[config.mk]
export PLATFORM = sky130hd
export DESIGN_NAME = mem_stage
export DESIGN_NICKNAME = d
export VERILOG_FILES = /design/src/rtl/mem_stage_pkg.sv /design/src/rtl/mem_lane_align.sv /design/src/rtl/mem_stage.sv
export SDC_FILE = /design/constraint.sdc
export NUM_CORES = 1
export LEC_CHECK = 0
export CORE_ASPECT_RATIO = 0.9
export CORE_MARGIN = 1
export CORE_UTILIZATION = 30
export DETAILED_ROUTE_END_ITERATION = 16
export GPL_ROUTABILITY_DRIVEN = 0
export PLACE_DENSITY = 0.83
export SLEW_MARGIN = 20
export SYNTH_ARGS = -nofsm -noshare
export SYNTH_HDL_FRONTEND = slang
export SYNTH_SLANG_ARGS = --single-unit
[constraint.sdc]
create_clock -name clk -period 2.09 [get_ports clk]
set_input_delay 0.209 -clock clk [delete_from_list [all_inputs] [get_ports clk]]
set_output_delay 0.209 -clock clk [all_outputs]
set_load 0.01 [all_outputs]
[src/rtl/mem_stage_pkg.sv]
// Shared defines for the memory stage: register bus widths, funct3 access sizes,
// FSM state encodings and the natural-alignment helper.
`ifndef RegAddrBus
`define RegAddrBus 4:0
`endif
`ifndef RegDataBus
`define RegDataBus 31:0
`endif

package mem_stage_pkg;

   localparam logic [2:0] MEM_B  = 3'b000;
   localparam logic [2:0] MEM_H  = 3'b001;
   localparam logic [2:0] MEM_W  = 3'b010;
   localparam logic [2:0] MEM_BU = 3'b100;
   localparam logic [2:0] MEM_HU = 3'b101;

   typedef enum logic [1:0] {
      ST_IDLE = 2'd0,
      ST_WAIT = 2'd1,
      ST_DONE = 2'd2
   } mem_state_e;

   // Byte offset truncated to the natural alignment of the access size.
   // Unknown funct3 codes are handled as word accesses.
   function automatic logic [1:0] nat_off(input logic [2:0] size, input logic [1:0] off);
      case (size)
         MEM_B, MEM_BU: nat_off = off;
         MEM_H, MEM_HU: nat_off = {off[1], 1'b0};
         default:       nat_off = 2'b00;
      endcase
   endfunction

endpackage

[src/rtl/mem_lane_align.sv]
// Byte-lane steering for a 32-bit data bus: store byte enables and lane replication,
// load lane extraction with sign/zero extension. Purely combinational.
module mem_lane_align
   import mem_stage_pkg::*;
(
   input  logic [2:0]  size,
   input  logic [1:0]  off,
   input  logic [31:0] store_data,
   input  logic [31:0] load_raw,
   output logic [3:0]  be,
   output logic [31:0] store_lanes,
   output logic [31:0] load_data
);

   logic [7:0]  lane_b;
   logic [15:0] lane_h;

   always_comb begin
      be          = 4'hF;
      store_lanes = store_data;
      case (size)
         MEM_B, MEM_BU: begin
            be          = 4'b0001 << off;
            store_lanes = {4{store_data[7:0]}};
         end
         MEM_H, MEM_HU: begin
            be          = 4'b0011 << off;
            store_lanes = {2{store_data[15:0]}};
         end
         default: ;
      endcase
   end

   always_comb begin
      lane_b = load_raw[7:0];
      case (off)
         2'd1:    lane_b = load_raw[15:8];
         2'd2:    lane_b = load_raw[23:16];
         2'd3:    lane_b = load_raw[31:24];
         default: lane_b = load_raw[7:0];
      endcase
      lane_h = off[1] ? load_raw[31:16] : load_raw[15:0];
   end

   always_comb begin
      load_data = load_raw;
      case (size)
         MEM_B:   load_data = {{24{lane_b[7]}}, lane_b};
         MEM_H:   load_data = {{16{lane_h[15]}}, lane_h};
         MEM_BU:  load_data = {24'b0, lane_b};
         MEM_HU:  load_data = {16'b0, lane_h};
         default: load_data = load_raw;
      endcase
   end

endmodule

[src/rtl/mem_stage.sv]
// Memory-access stage: single-outstanding req/ack data bus, stall while in flight,
// one-cycle result toward mem_wb. Optional MEM_MISALIGN_TRAP_EN faults misaligned H/W.
`ifndef RegAddrBus
`define RegAddrBus 4:0
`endif
`ifndef RegDataBus
`define RegDataBus 31:0
`endif

module mem_stage
   import mem_stage_pkg::*;
#(
   parameter int ADDR_W      = 32,
   parameter int DATA_W      = 32,
   parameter int TIMEOUT_CYC = 255
) (
   input  logic              clk,
   input  logic              nrst,
   input  logic              ex_wreg_en_i,
   input  logic [`RegAddrBus] ex_wreg_addr_i,
   input  logic [`RegDataBus] ex_wreg_data_i,
   input  logic              ex_mem_re_i,
   input  logic              ex_mem_we_i,
   input  logic [2:0]        ex_mem_size_i,
   input  logic [ADDR_W-1:0] ex_mem_addr_i,
   input  logic [DATA_W-1:0] ex_mem_wdata_i,
   output logic              mem_wreg_en_o,
   output logic [`RegAddrBus] mem_wreg_addr_o,
   output logic [`RegDataBus] mem_wreg_data_o,
   output logic              stallreq_o,
   output logic              fault_o,
   output logic              dbus_req_o,
   output logic              dbus_we_o,
   output logic [ADDR_W-1:0] dbus_addr_o,
   output logic [3:0]        dbus_be_o,
   output logic [DATA_W-1:0] dbus_wdata_o,
   input  logic              dbus_ack_i,
   input  logic [DATA_W-1:0] dbus_rdata_i
);

   localparam int CNT_W = $clog2(TIMEOUT_CYC + 1);

   mem_state_e         state;
   logic [CNT_W-1:0]   cnt;
   logic               res_en;
   logic [`RegAddrBus] res_addr;
   logic [`RegDataBus] res_data;
   logic               fault_q;

   logic               mem_op;
   logic               is_store;
   logic               misal;
   logic [1:0]         off;
   logic [3:0]         be;
   logic [31:0]        store_lanes;
   logic [31:0]        load_data;

   assign mem_op   = ex_mem_re_i | ex_mem_we_i;
   assign is_store = ex_mem_we_i;
   assign off      = nat_off(ex_mem_size_i, ex_mem_addr_i[1:0]);

`ifdef MEM_MISALIGN_TRAP_EN
   assign misal = mem_op && (off != ex_mem_addr_i[1:0]);
`else
   assign misal = 1'b0;
`endif

   mem_lane_align u_align (
      .size        (ex_mem_size_i),
      .off         (off),
      .store_data  (ex_mem_wdata_i),
      .load_raw    (dbus_rdata_i),
      .be          (be),
      .store_lanes (store_lanes),
      .load_data   (load_data)
   );

   // Result registers are loaded on the cycle that leaves the access (ack, timeout or trap)
   // and presented during DONE; the ex_* inputs may move on once stall drops.
   always_ff @(posedge clk) begin
      if (nrst) begin
         state    <= ST_IDLE;
         cnt      <= '0;
         res_en   <= 1'b0;
         res_addr <= '0;
         res_data <= '0;
         fault_q  <= 1'b0;
      end else begin
         case (state)
            ST_IDLE: begin
               fault_q <= 1'b0;
               cnt     <= '0;
               if (mem_op) begin
                  res_addr <= ex_wreg_addr_i;
                  if (misal) begin
                     state    <= ST_DONE;
                     res_en   <= 1'b0;
                     res_data <= '0;
                     fault_q  <= 1'b1;
                  end else if (dbus_ack_i) begin
                     state    <= ST_DONE;
                     res_en   <= ex_wreg_en_i & ~is_store;
                     res_data <= is_store ? '0 : load_data;
                  end else begin
                     state <= ST_WAIT;
                  end
               end
            end
            ST_WAIT: begin
               if (dbus_ack_i) begin
                  state    <= ST_DONE;
                  cnt      <= '0;
                  res_en   <= ex_wreg_en_i & ~is_store;
                  res_data <= is_store ? '0 : load_data;
               end else if (cnt == CNT_W'(TIMEOUT_CYC - 1)) begin
                  state    <= ST_DONE;
                  cnt      <= '0;
                  res_en   <= 1'b0;
                  res_data <= '0;
                  fault_q  <= 1'b1;
               end else begin
                  cnt <= cnt + 1'b1;
               end
            end
            ST_DONE: begin
               state   <= ST_IDLE;
               fault_q <= 1'b0;
            end
            default: state <= ST_IDLE;
         endcase
      end
   end

   // Every output is gated by reset so a reset mid-access drops req in the same cycle.
   always_comb begin
      mem_wreg_en_o   = 1'b0;
      mem_wreg_addr_o = '0;
      mem_wreg_data_o = '0;
      stallreq_o      = 1'b0;
      fault_o         = 1'b0;
      dbus_req_o      = 1'b0;
      dbus_we_o       = 1'b0;
      dbus_addr_o     = '0;
      dbus_be_o       = '0;
      dbus_wdata_o    = '0;
      if (!nrst) begin
         case (state)
            ST_IDLE: begin
               if (!mem_op) begin
                  mem_wreg_en_o   = ex_wreg_en_i;
                  mem_wreg_addr_o = ex_wreg_addr_i;
                  mem_wreg_data_o = ex_wreg_data_i;
               end else begin
                  stallreq_o = 1'b1;
                  dbus_req_o = ~misal;
               end
            end
            ST_WAIT: begin
               stallreq_o = 1'b1;
               dbus_req_o = 1'b1;
            end
            ST_DONE: begin
               mem_wreg_en_o   = res_en;
               mem_wreg_addr_o = res_addr;
               mem_wreg_data_o = res_data;
               fault_o         = fault_q;
            end
            default: ;
         endcase
         if (dbus_req_o) begin
            dbus_we_o    = is_store;
            dbus_addr_o  = {ex_mem_addr_i[ADDR_W-1:2], 2'b00};
            dbus_be_o    = be;
            dbus_wdata_o = store_lanes;
         end
      end
   end

endmodule

==> Yosys cells after proc, flatten, opt, wreduce, memory -nomap -nowiden <==
Index checks and enable logic that the tools add are counted.
{ "classes": {"bitwise_logic": 3, "shifts": 2, "n_reduce_logical": 11, "n_eq_ne": 14, "n_mux": 52, "add_sub_neg": 1} }
{ "ops": {"columns": ["op", "n"], "rows": [
  ["$mux 32", 11],
  ["$pmux 32 s2", 3],
  ["$pmux 32 s4", 1],
  ["$pmux 8 s3", 1],
  ["$mux 1", 16],
  ["$mux 16", 1],
  ["$mux 8", 2],
  ["$pmux 8 s2", 1],
  ["$mux 5", 2],
  ["$pmux 5 s2", 1],
  ["$add 8x1->8 const B", 1],
  ["$eq 8x8->1 const B", 1],
  ["$mux 2", 4],
  ["$mux 4", 2],
  ["$ne 2x2->1 const B", 4],
  ["$pmux 1 s2", 4],
  ["$pmux 2 s2", 2],
  ["$pmux 4 s2", 1],
  ["$eq 2x2->1 const B", 3],
  ["$eq 3x3->1 const B", 2],
  ["$reduce_or 2->1", 3],
  ["$eq 2x1->1 const B", 2],
  ["$reduce_and 2->1", 2],
  ["$reduce_and 4->1", 1],
  ["other kinds (11)", 12]
]} }
{ "totals": {"output_inout_bits": 110, "regBits": 49, "in_bits": 142} }

==> Logic depth before layout (Yosys ltp) <==
Gate-level depths: netlist (run 1).
{ "logic_depth": {"ltp_word": 10, "mapped_depth": 9} }

==> Modules after synthesis <==
A second synthesis (run 1) with hierarchy kept.
{ "hier_totals": {"cells_unflattened": 504, "hier_area_um2": 3860.0} }
{ "modules_own_cells": {"columns": ["mod", "cells_per_inst", "area_each_um2", "n_inst"], "rows": [
  ["mem_stage", 327, 2736.4, 1],
  ["mem_lane_align", 177, 1123.6, 1]
]} }

==> Least setup slack after synthesis (run 1) <==
OpenSTA, ideal clock, no wires.
{ "synth_timing": {"path_kind": "reg-to-output", "startpoint": "reg state[1]", "endpoint": "out mem_wreg_addr_o[0]", "t_arrival_ns": 1.534, "stages_incl_launch_ff": 7, "setup_slack_ns": 0.347, "n_path_buf": 3, "cell_sequence": "dfxtp_1 buf_2 nor2b_1 buf_2 buf_1 a22oi_1 nor2_1"} }
{ "synth_via": {"elab_chain_len": 3} }
{ "synth_rtl": {"columns": ["item", "line_no", "text"], "rows": [
  ["from (decl)", "mem_stage.sv:43", "mem_state_e state;"],
  ["from (signal assigned)", "mem_stage.sv:82", "state <= ST_IDLE;"],
  ["from (signal assigned)", "mem_stage.sv:96", "state <= ST_DONE;"],
  ["from (signal assigned)", "mem_stage.sv:101", "state <= ST_DONE;"],
  ["$eq 2x2->1 or $logic_not 2->1 (tied branches)", "mem_stage.sv:147", "case (state)"],
  ["$pmux 5 s2 (*)", "mem_stage.sv:147", null],
  ["$mux 5 (*)", "mem_stage.sv:146", "if (!nrst) begin"],
  ["to (decl)", "mem_stage.sv:28", "output logic [`RegAddrBus] mem_wreg_addr_o,"]
]} }
Every way passes the cells marked *; elsewhere a longest branch is shown, timed or not.

==> Worst setup path in the final report (run 1) <==
{ "layout_timing": {"startpoint": "reg state[1]", "endpoint": "out fault_o"} }
{ "layout_via": {"elab_chain_len": 3} }
{ "layout_rtl": {"columns": ["item", "line_no", "text"], "rows": [
  ["$eq 2x2->1", "mem_stage.sv:147", null],
  ["$mux 1", "mem_stage.sv:147", null],
  ["$mux 1", "mem_stage.sv:146", null],
  ["to (decl)", "mem_stage.sv:31", "output logic fault_o,"]
]} }
Every way passes these cells.

==> results of run 1 <==
-- kinds of logic after synthesis --
logic type	synth area share (%)
simple gates	27.3
mux	8.84
buf+inv	6.42
flops	28.0
fa+ha+maj	0.713
other cells	0.107
compound gates	27.4
xor+xnor	1.25
-- cell type report --
class	instances	area, sq um	share of cell area [%]
timing repair buffer	293	2760	42.3
multi-input combinational	377	2350	36.2
sequential	49	988	15.2
tap	156	195	3.00
clock buffer	5	125	1.92
clock inverter	3	65.1	1.00
inverter	6	22.5	0.346
-- state kept, by name, indices dropped and copies added (netlist names) --
register	cells
res_data	32
cnt	8
res_addr	5
state	2
fault_q	1
res_en	1
-- cells in the mapped netlist (all sizes together), types with 2 or more instances --
cell type   n
a21oi      36
a221o      18
a22oi      41
and2       38
buf        17
clkbuf     29
dfxtp      49
ha          2
inv         6
mux2i      31
nand2      35
nand2b      3
nand3       5
nor2       95
nor2b       7
nor3        5
nor3b       8
nor4        2
o21ai       9
o221ai      8
o22ai       6
o2bb2ai     6
or2         2
xnor2       3
xor2        2
-- per-stage QoR --
stage / power (mW) / cells / instance area [sq um] / setup slack [ns] / utilization (%)
after CTS: 3.09 / 886 / 6490 / 0.00261 / 57.0
after floorplan: 1.44 / 478 / 3510 / 0.347 / -
after global routing: 3.23 / 889 / 6510 / 0.000529 / 57.1
after detailed placement: 2.10 / 875 / 6340 / -0.268 / 55.6
after global placement: 2.09 / 875 / 6340 / -0.154 / 55.6
final: 3.10 / 889 / 6510 / 0.0507 / 57.1
-- path summary, 6_finish.rpt --
| path | slack (ns) | from | endpoint |
|---|---|---|---|
| max | 0.05 | state[1] | fault_o |
| min | 0.46 | res_data[1] | res_data[1] |
| max reg2reg | 0.17 | cnt[0] | res_data[28] |
| min reg2reg | 0.46 | res_data[1] | res_data[1] |
-- timing repair --
item                                    CTS  global route
buffers inserted                          2             2
endpoints found under the hold margin     0             0
gates resized for setup                 105            50
pin swaps                                 1             2
cloned                                    1             1
endpoints found under the setup margin  108            50
hold buffers                              0             0
-- critical path: cells and delay by family (launching register included) --
family / cells / cell delay, ns
AND/OR/NAND/NOR: 2 / 0.39
buffers and inverters: 2 / 0.72
flip-flops: 1 / 0.41
-- power breakdown --
part | internal, mW | switching [mW]
sequential | 0.972 | 0.0326
combinational | 0.585 | 0.484
clock | 0.683 | 0.347
total | 2.24 | 0.863
-- metal layers --
metal | track usage, % | vias up | part of all wire [%]
li1 | - | 2212 | -
met1 | 30.8 | 2160 | 40
met2 | 46.3 | 269 | 49
met3 | 4.76 | 34 | 8.0
met4 | 10.1 | 0 | 3.0
met5 | 0 | - | 0
==> results_dict.tcl, run 1 <==
set metrics [dict create \
    critPathLaunchType "register" \
    hold_violations 0 \
    drtPass1Iterations 5 \
    skew_ns 0.00609 \
    drtIter0Drc 325 \
    antenna_found_initial 0 \
    async_flop_share_pct 0 \
    grt_usage_pct 26.2 \
    cp.arrival_ns 1.83 \
    grt_pass1_vias 4580 \
    grt_max_degree 41 \
    critPathMaxStageDelay_ns 0.54 \
    clk_latency_ns 0.29 \
    row_count 37 \
    ios 252 \
    maxCapViolCount 0 \
    drcViolationCount 0 \
    critPathKind "register to output port" \
    r2r_cells 8 \
    postRouteAntennaNets 0 \
    die_area_sq_mm 0.0121 \
    drt-total-wl_um 16400 \
    mostFrequentLayoutCells "156 x clkdlybuf4s50_1, 92 x nor2_1, 62 x dlygate4sd2_1" \
    fin_crit_ns 2.04 \
    whs_ns 0.463 \
    clock_path_buffers 2 \
    cp_slowest_cell "clkdlybuf4s50_1" \
    place_hpwl_um 12500 \
    whs_path_depth 2 \
    grt-ovfl-total 0 \
    powerDensity_mw_per_mm2 477 \
    fp.dieW_um 116 \
    min_path_type "register to register" \
    die_h_um 105 \
    tns_ns 0 \
    vias 4675 \
    outcome "complete, no violations" \
    yosysSeqAreaShare_pct 28.0 \
    vdd_ir_drop_max_mv 0.368 \
    synthCells 477 \
    synth_cell_types 47 \
    tightest_slew_ns 0.681 \
    final_nets 876 \
    ctsRootBufferMaster "clkbuf_16" \
    cts_buffers 5 \
    synth.largest_area_cell "dfxtp_1" \
    syn_to_final_growth_pct 85.4 \
    synthTopCellsByArea "dfxtp_1 28%, nor2_1 10%, mux2i_1 8.8%" \
    cp_max_fo 23 \
    coreArea_sq_mm 0.0114 \
    drt-vias-per-instance 5.26 \
    worstPathCellList "nor2b_2 > buf_12 > and3b_1 > clkdlybuf4s50_1" \
    max_freq_mhz 490 \
    layout_worst_path_cycle_share_pct 97.6 \
    finalSetupViolCount 0 \
    avgSynthCellArea_sq_um 7.36 \
    synth-seq-cells 49 \
    initial_utilization_pct 30.8 \
    cts_tree "yes" \
    end_kind "output port" \
    critPathRequiredTime_ns 1.88 \
    slew_headroom_pct 54.6 \
    ctsHtreeMaxLevel 2 \
    final_common_cell "clkdlybuf4s50_1" \
    synthDominantCellAreaShare_pct 28.0 \
    p_leak_nw 2.85 \
    ys_warn_count 0 \
    final_layout_size_suffix_gt1_share_pct 11.7 \
    slew_violations 0 \
    rsz0062_at_grt "false" \
    cts.clk_slew.worst_paths_ns 0.07 \
    grt_pass1_wl_um 24600 \
    fill_cells 1042 \
    ys.flop_type "dfxtp_1" \
    wire_per_inst_um 18.4 \
    cts_num_sinks 49 \
    syn-cell-area_sq_mm 0.00351 \
    synth_edf_count 0 \
    port-buffer-count 249 \
    n_antenna_cell 0 \
]
Note: power is estimated with default switching activity, not from simulation.
==> run 2, diff against run 1 <==
--- a/config.mk
+++ b/config.mk
@@ -5,7 +5,6 @@
 export SDC_FILE = /design/constraint.sdc
 export NUM_CORES = 1
 export LEC_CHECK = 0
-export CORE_ASPECT_RATIO = 0.9
 export CORE_MARGIN = 1
 export CORE_UTILIZATION = 30
 export DETAILED_ROUTE_END_ITERATION = 16
==> run 2 against run 1 <==
  * Combinational power is essentially flat
  * Clock power down 20%
  * Worst hold slack worse by 0.0042 ns
  * Final cell count is 0.90% lower
  * Critical path depth up 3
  * Clock-buffer cell count unchanged
  * Cell area up 0.71%
  * Critical path type is now input pin to output port
==> results_dict.tcl, run 2 (synthesized netlist as in run 1, its figures left out) <==
set metrics [dict create \
    mostFrequentLayoutCells "156 x clkdlybuf4s50_1, 93 x nor2_1, 82 x dlygate4sd2_1" \
    critPathKind "input pin to output port" \
    worst-path-buf-inv 3 \
    path_delay_family "buffers and inverters" \
    slew_headroom_pct 54.0 \
    die_h_um 110 \
    setup_slack_ns 0.0695 \
    cts.clk_slew.worst_paths_ns 0.07 \
    grt_pass1_wl_um 23600 \
    clk_latency_ns 0.29 \
    fin_crit_ns 2.02 \
    final_common_cell "clkdlybuf4s50_1" \
    hold_buffers 0 \
    syn_to_final_growth_pct 86.8 \
    wl_met3_um 1340 \
    wl_met2_um 8320 \
    cts_buffers 5 \
    path_common_cell "nor2_1" \
    n_antenna_cell 0 \
    slew_violations 0 \
    regMostFlops "res_data" \
    skew_ns 0.00570 \
    vdd_ir_drop_max_mv 0.333 \
    outcome "complete, no violations" \
    drcViolationCount 0 \
    drtPass1Iterations 5 \
    grt_usage_pct 25.4 \
    dp.cells 868 \
    tightest_slew_ns 0.690 \
    end_kind "output port" \
    vias 4697 \
    wire_per_inst_um 18.7 \
    place_ws_ns -0.347 \
    postRouteAntennaNets 0 \
    rsz0062_at_grt "false" \
    powerDensity_mw_per_mm2 444 \
    ctsRootBufferMaster "clkbuf_16" \
    grt_max_degree 41 \
    dpl-instance-area_sq_mm 0.00638 \
    min_path_type "register to register" \
    critPathRequiredTime_ns 1.88 \
    finalSetupViolCount 0 \
    layout_worst_path_cycle_share_pct 96.7 \
    grt-ovfl-total 0 \
    drtIter0Drc 217 \
    highest_layer "met4" \
    final_layout_size_suffix_gt1_share_pct 9.62 \
    critPathLaunchType "input pin" \
    largest_register_ffs 32 \
    power_mw 2.91 \
    worstPathCellList "clkdlybuf4s50_1 > nor2b_1 > buf_4 > nor2_1 > nor2_1 > nor2_1 > clkdlybuf4s50_1" \
    cts_num_sinks 49 \
    coreArea_sq_mm 0.0114 \
    top_regs "res_data x32, cnt x8, res_addr x5" \
    die_area_sq_mm 0.0121 \
    final_area_sq_mm 0.00655 \
    initial_utilization_pct 30.7 \
    cp_max_fo 4 \
    port-buffer-count 249 \
    antenna_found_initial 0 \
    final_nets 881 \
    row_count 39 \
    wl_met1_um 6280 \
    cp.arrival_ns 1.81 \
    drt-total-wl_um 16500 \
    critPathMaxStageDelay_ns 0.55 \
    drt-vias-per-instance 5.33 \
    final_cells 881 \
    cp_slowest_cell "clkdlybuf4s50_1" \
    grt_pass1_vias 4623 \
    max_freq_mhz 495 \
    fp.dieW_um 110 \
    place_hpwl_um 12500 \
    cts_tree "yes" \
    clock_path_buffers 2 \
    ios 252 \
    maxCapViolCount 0 \
    p_leak_nw 3.00 \
    ctsHtreeMaxLevel 2 \
    hold_violations 0 \
    utilization_pct 57.4 \
]
==> run 2: stage by stage <==
stage          setup TNS, ns  hold slack [ns]
6_report                   0            0.459
5_1_grt                    0            0.485
4_1_cts                    0            0.462
3_5_place_dp          -21.85            0.449
3_3_place_gp          -11.96            0.453
2_1_floorplan              0            0.347
==> run 2: path summary, 6_finish.rpt <==
check                                 startpoint           end  slack, ns  cells past startpoint
worst min register to register       res_data[2]   res_data[2]       0.46                      2
worst min-delay path                 res_data[2]   res_data[2]       0.46                      2
worst max-delay path            ex_mem_addr_i[0]  dbus_be_o[0]       0.07                      7
worst max register to register            cnt[0]  res_data[29]       0.21                      8
==> run 2: worst reg2reg max path, delay by kind of cell (launching register included) <==
kind,cells,cell delay (ns)
buffers and inverters,2,0.29
AOI/OAI and AO/OA,2,0.51
DFF,1,0.34
adders and majority gates,1,0.15
and+or+nand+nor,3,0.46
==> run 2: layout make-up <==
class | count | area [sq um]
sequential | 49 | 986
multi-input combinational | 377 | 2350
timing repair buffer | 298 | 2860
clock buffer | 5 | 125
clock inverter | 3 | 25.0
inverter | 6 | 22.5
tap | 143 | 179
fill | 1028 | 4870
==> run 2: power by group <==
group	internal (mW)	switching, mW
combinational	0.592	0.483
clock	0.453	0.377
sequential	0.972	0.0338
==> run 2: routing by layer <==
metal,vias to the layer above,GRT usage (%)
met3,31,4.64
met4,0,10.2
met1,2191,28.7
met2,253,46.8
met5,-,0
li1,2222,-
==> run 2: what timing repair did <==
action,CTS,global route
endpoints found under the setup margin,124,11
cloned,1,1
pin swaps,2,0
gates resized for setup,93,12
buffers inserted,2,1
==> run 3, diff against run 2 <==
--- a/config.mk
+++ b/config.mk
@@ -5,7 +5,7 @@
 export SDC_FILE = /design/constraint.sdc
 export NUM_CORES = 1
 export LEC_CHECK = 0
-export CORE_MARGIN = 1
+export CORE_MARGIN = 2
 export CORE_UTILIZATION = 30
 export DETAILED_ROUTE_END_ITERATION = 16
 export GPL_ROUTABILITY_DRIVEN = 0
==> run 3 against run 2 <==
  * Core utilization increased by 0.83 points
  * Die area up 3.7%
  * Non-clock buffer count up 3
  * Critical path type is now register to output port
  * Highest routed layer unchanged
==> results_dict.tcl, run 3 (synthesized netlist as in run 1, its figures left out) <==
set metrics [dict create \
    coreArea_sq_mm 0.0114 \
    place_hpwl_um 12900 \
    drt-vias-per-instance 5.31 \
    grt_max_degree 39 \
    hold_buffers 0 \
    slew_violations 0 \
    syn_to_final_growth_pct 89.5 \
    n_antenna_cell 0 \
    skew_ns 0.00344 \
    final_common_cell "clkdlybuf4s50_1" \
    final_nets 884 \
    min_path_type "register to register" \
    initial_utilization_pct 30.7 \
    cts_buffers 5 \
    regMostFlops "res_data" \
    maxCapViolCount 0 \
    row_count 39 \
    cts.clk_slew.worst_paths_ns 0.06 \
    largest_register_ffs 32 \
    dp.cells 867 \
    final_cells 884 \
    cp.arrival_ns 1.84 \
    finalSetupViolCount 0 \
    regToRegSetupSlack_ns 0.25 \
    final_layout_size_suffix_gt1_share_pct 10.3 \
    drcViolationCount 0 \
    hold_violations 0 \
    antenna_found_initial 0 \
    drtIter0Drc 282 \
    slew_headroom_pct 52.7 \
    ios 252 \
    drt-total-wl_um 16800 \
    dpl-instance-area_sq_mm 0.00637 \
    powerDensity_mw_per_mm2 436 \
    cts_tree "yes" \
    layout_worst_path_cycle_share_pct 97.9 \
    wire_per_inst_um 19.0 \
    clk_latency_ns 0.29 \
    cts_num_sinks 49 \
    top_regs "res_data x32, cnt x8, res_addr x5" \
    max_freq_mhz 489 \
    grt_usage_pct 25.1 \
    mostFrequentLayoutCells "156 x clkdlybuf4s50_1, 92 x nor2_1, 75 x dlygate4sd2_1" \
    fp.dieW_um 112 \
    cp_max_fo 20 \
    grt_pass1_vias 4710 \
    clock_path_buffers 2 \
    outcome "complete, no violations" \
    utilization_pct 58.2 \
    critPathLaunchType "register" \
    whs_ns 0.461 \
    tightest_slew_ns 0.709 \
    vias 4691 \
    tns_ns 0 \
    critPathRequiredTime_ns 1.88 \
    postRouteAntennaNets 0 \
    power_mw 2.90 \
    drtPass1Iterations 5 \
    die_area_sq_mm 0.0126 \
    ctsHtreeMaxLevel 2 \
    die_h_um 112 \
    end_kind "output port" \
    setup_slack_ns 0.0436 \
    fin_crit_ns 2.05 \
    critPathKind "register to output port" \
    final_area_sq_mm 0.00665 \
    ctsRootBufferMaster "clkbuf_16" \
    port-buffer-count 249 \
    p_leak_nw 3.11 \
    grt_pass1_wl_um 25300 \
    grt-ovfl-total 0 \
    place_ws_ns -0.334 \
    vdd_ir_drop_max_mv 0.300 \
]
## run 3: changes by cell type in the layout (fill, tap and decap cells not counted), moves of 2 or more
cell            change
dlymetal6s2s_1      +7
inv_6               -2
bufbuf_16           +2
dlygate4sd2_1       -7
## run 3: critical path, cell delays in order (launching register included)
cell and delay (ns):
dfxtp_2 0.37, nor2_4 0.15, o31ai_4 0.10, buf_6 0.18
a21oi_1 0.17, clkdlybuf4s50_1 0.57
## run 3: what timing repair did
action | 4_1_cts | 5_1_grt
pin swaps | 3 | 2
resized for setup | 89 | 18
endpoints found under the hold margin | 0 | 0
gates cloned | 3 | 1
endpoints found under the setup margin | 124 | 36
buffers inserted | 3 | 2
## run 3: where the power goes
group | leakage, nW | switching [mW] | total (mW) | internal [mW]
sequential | 0.399 | 0.0313 | 1.00 | 0.973
clock | 0.0631 | 0.347 | 0.791 | 0.444
combinational | 2.64 | 0.490 | 1.11 | 0.616
total | 3.11 | 0.868 | 2.90 | 2.03
## run 3: final timing paths
path | endpoint | startpoint | depth (start not counted)
setup / recovery | dbus_wdata_o[14] | state[1] | 5
setup reg to reg | res_data[30] | cnt[0] | 8
hold / removal | res_data[4] | res_data[4] | 2
hold reg to reg | res_data[4] | res_data[4] | 2
## run 3: per-layer routing
layer | track usage [%] | share of wire, % | wire [um]
met1 | 28.7 | 38 | 6370
met2 | 47.7 | 52 | 8740
met3 | 4.86 | 7.6 | 1280
met4 | 6.59 | 2.4 | 399
met5 | 0 | 0 | 0
## run 3: final cells by class
cell class	instances	area, sq um
multi-input combinational	377	2360
timing repair buffer	301	2960
clock buffer	6	129
tap	143	179
inverter	6	22.5
fill	1041	4770
clock inverter	2	15.0
sequential	49	983
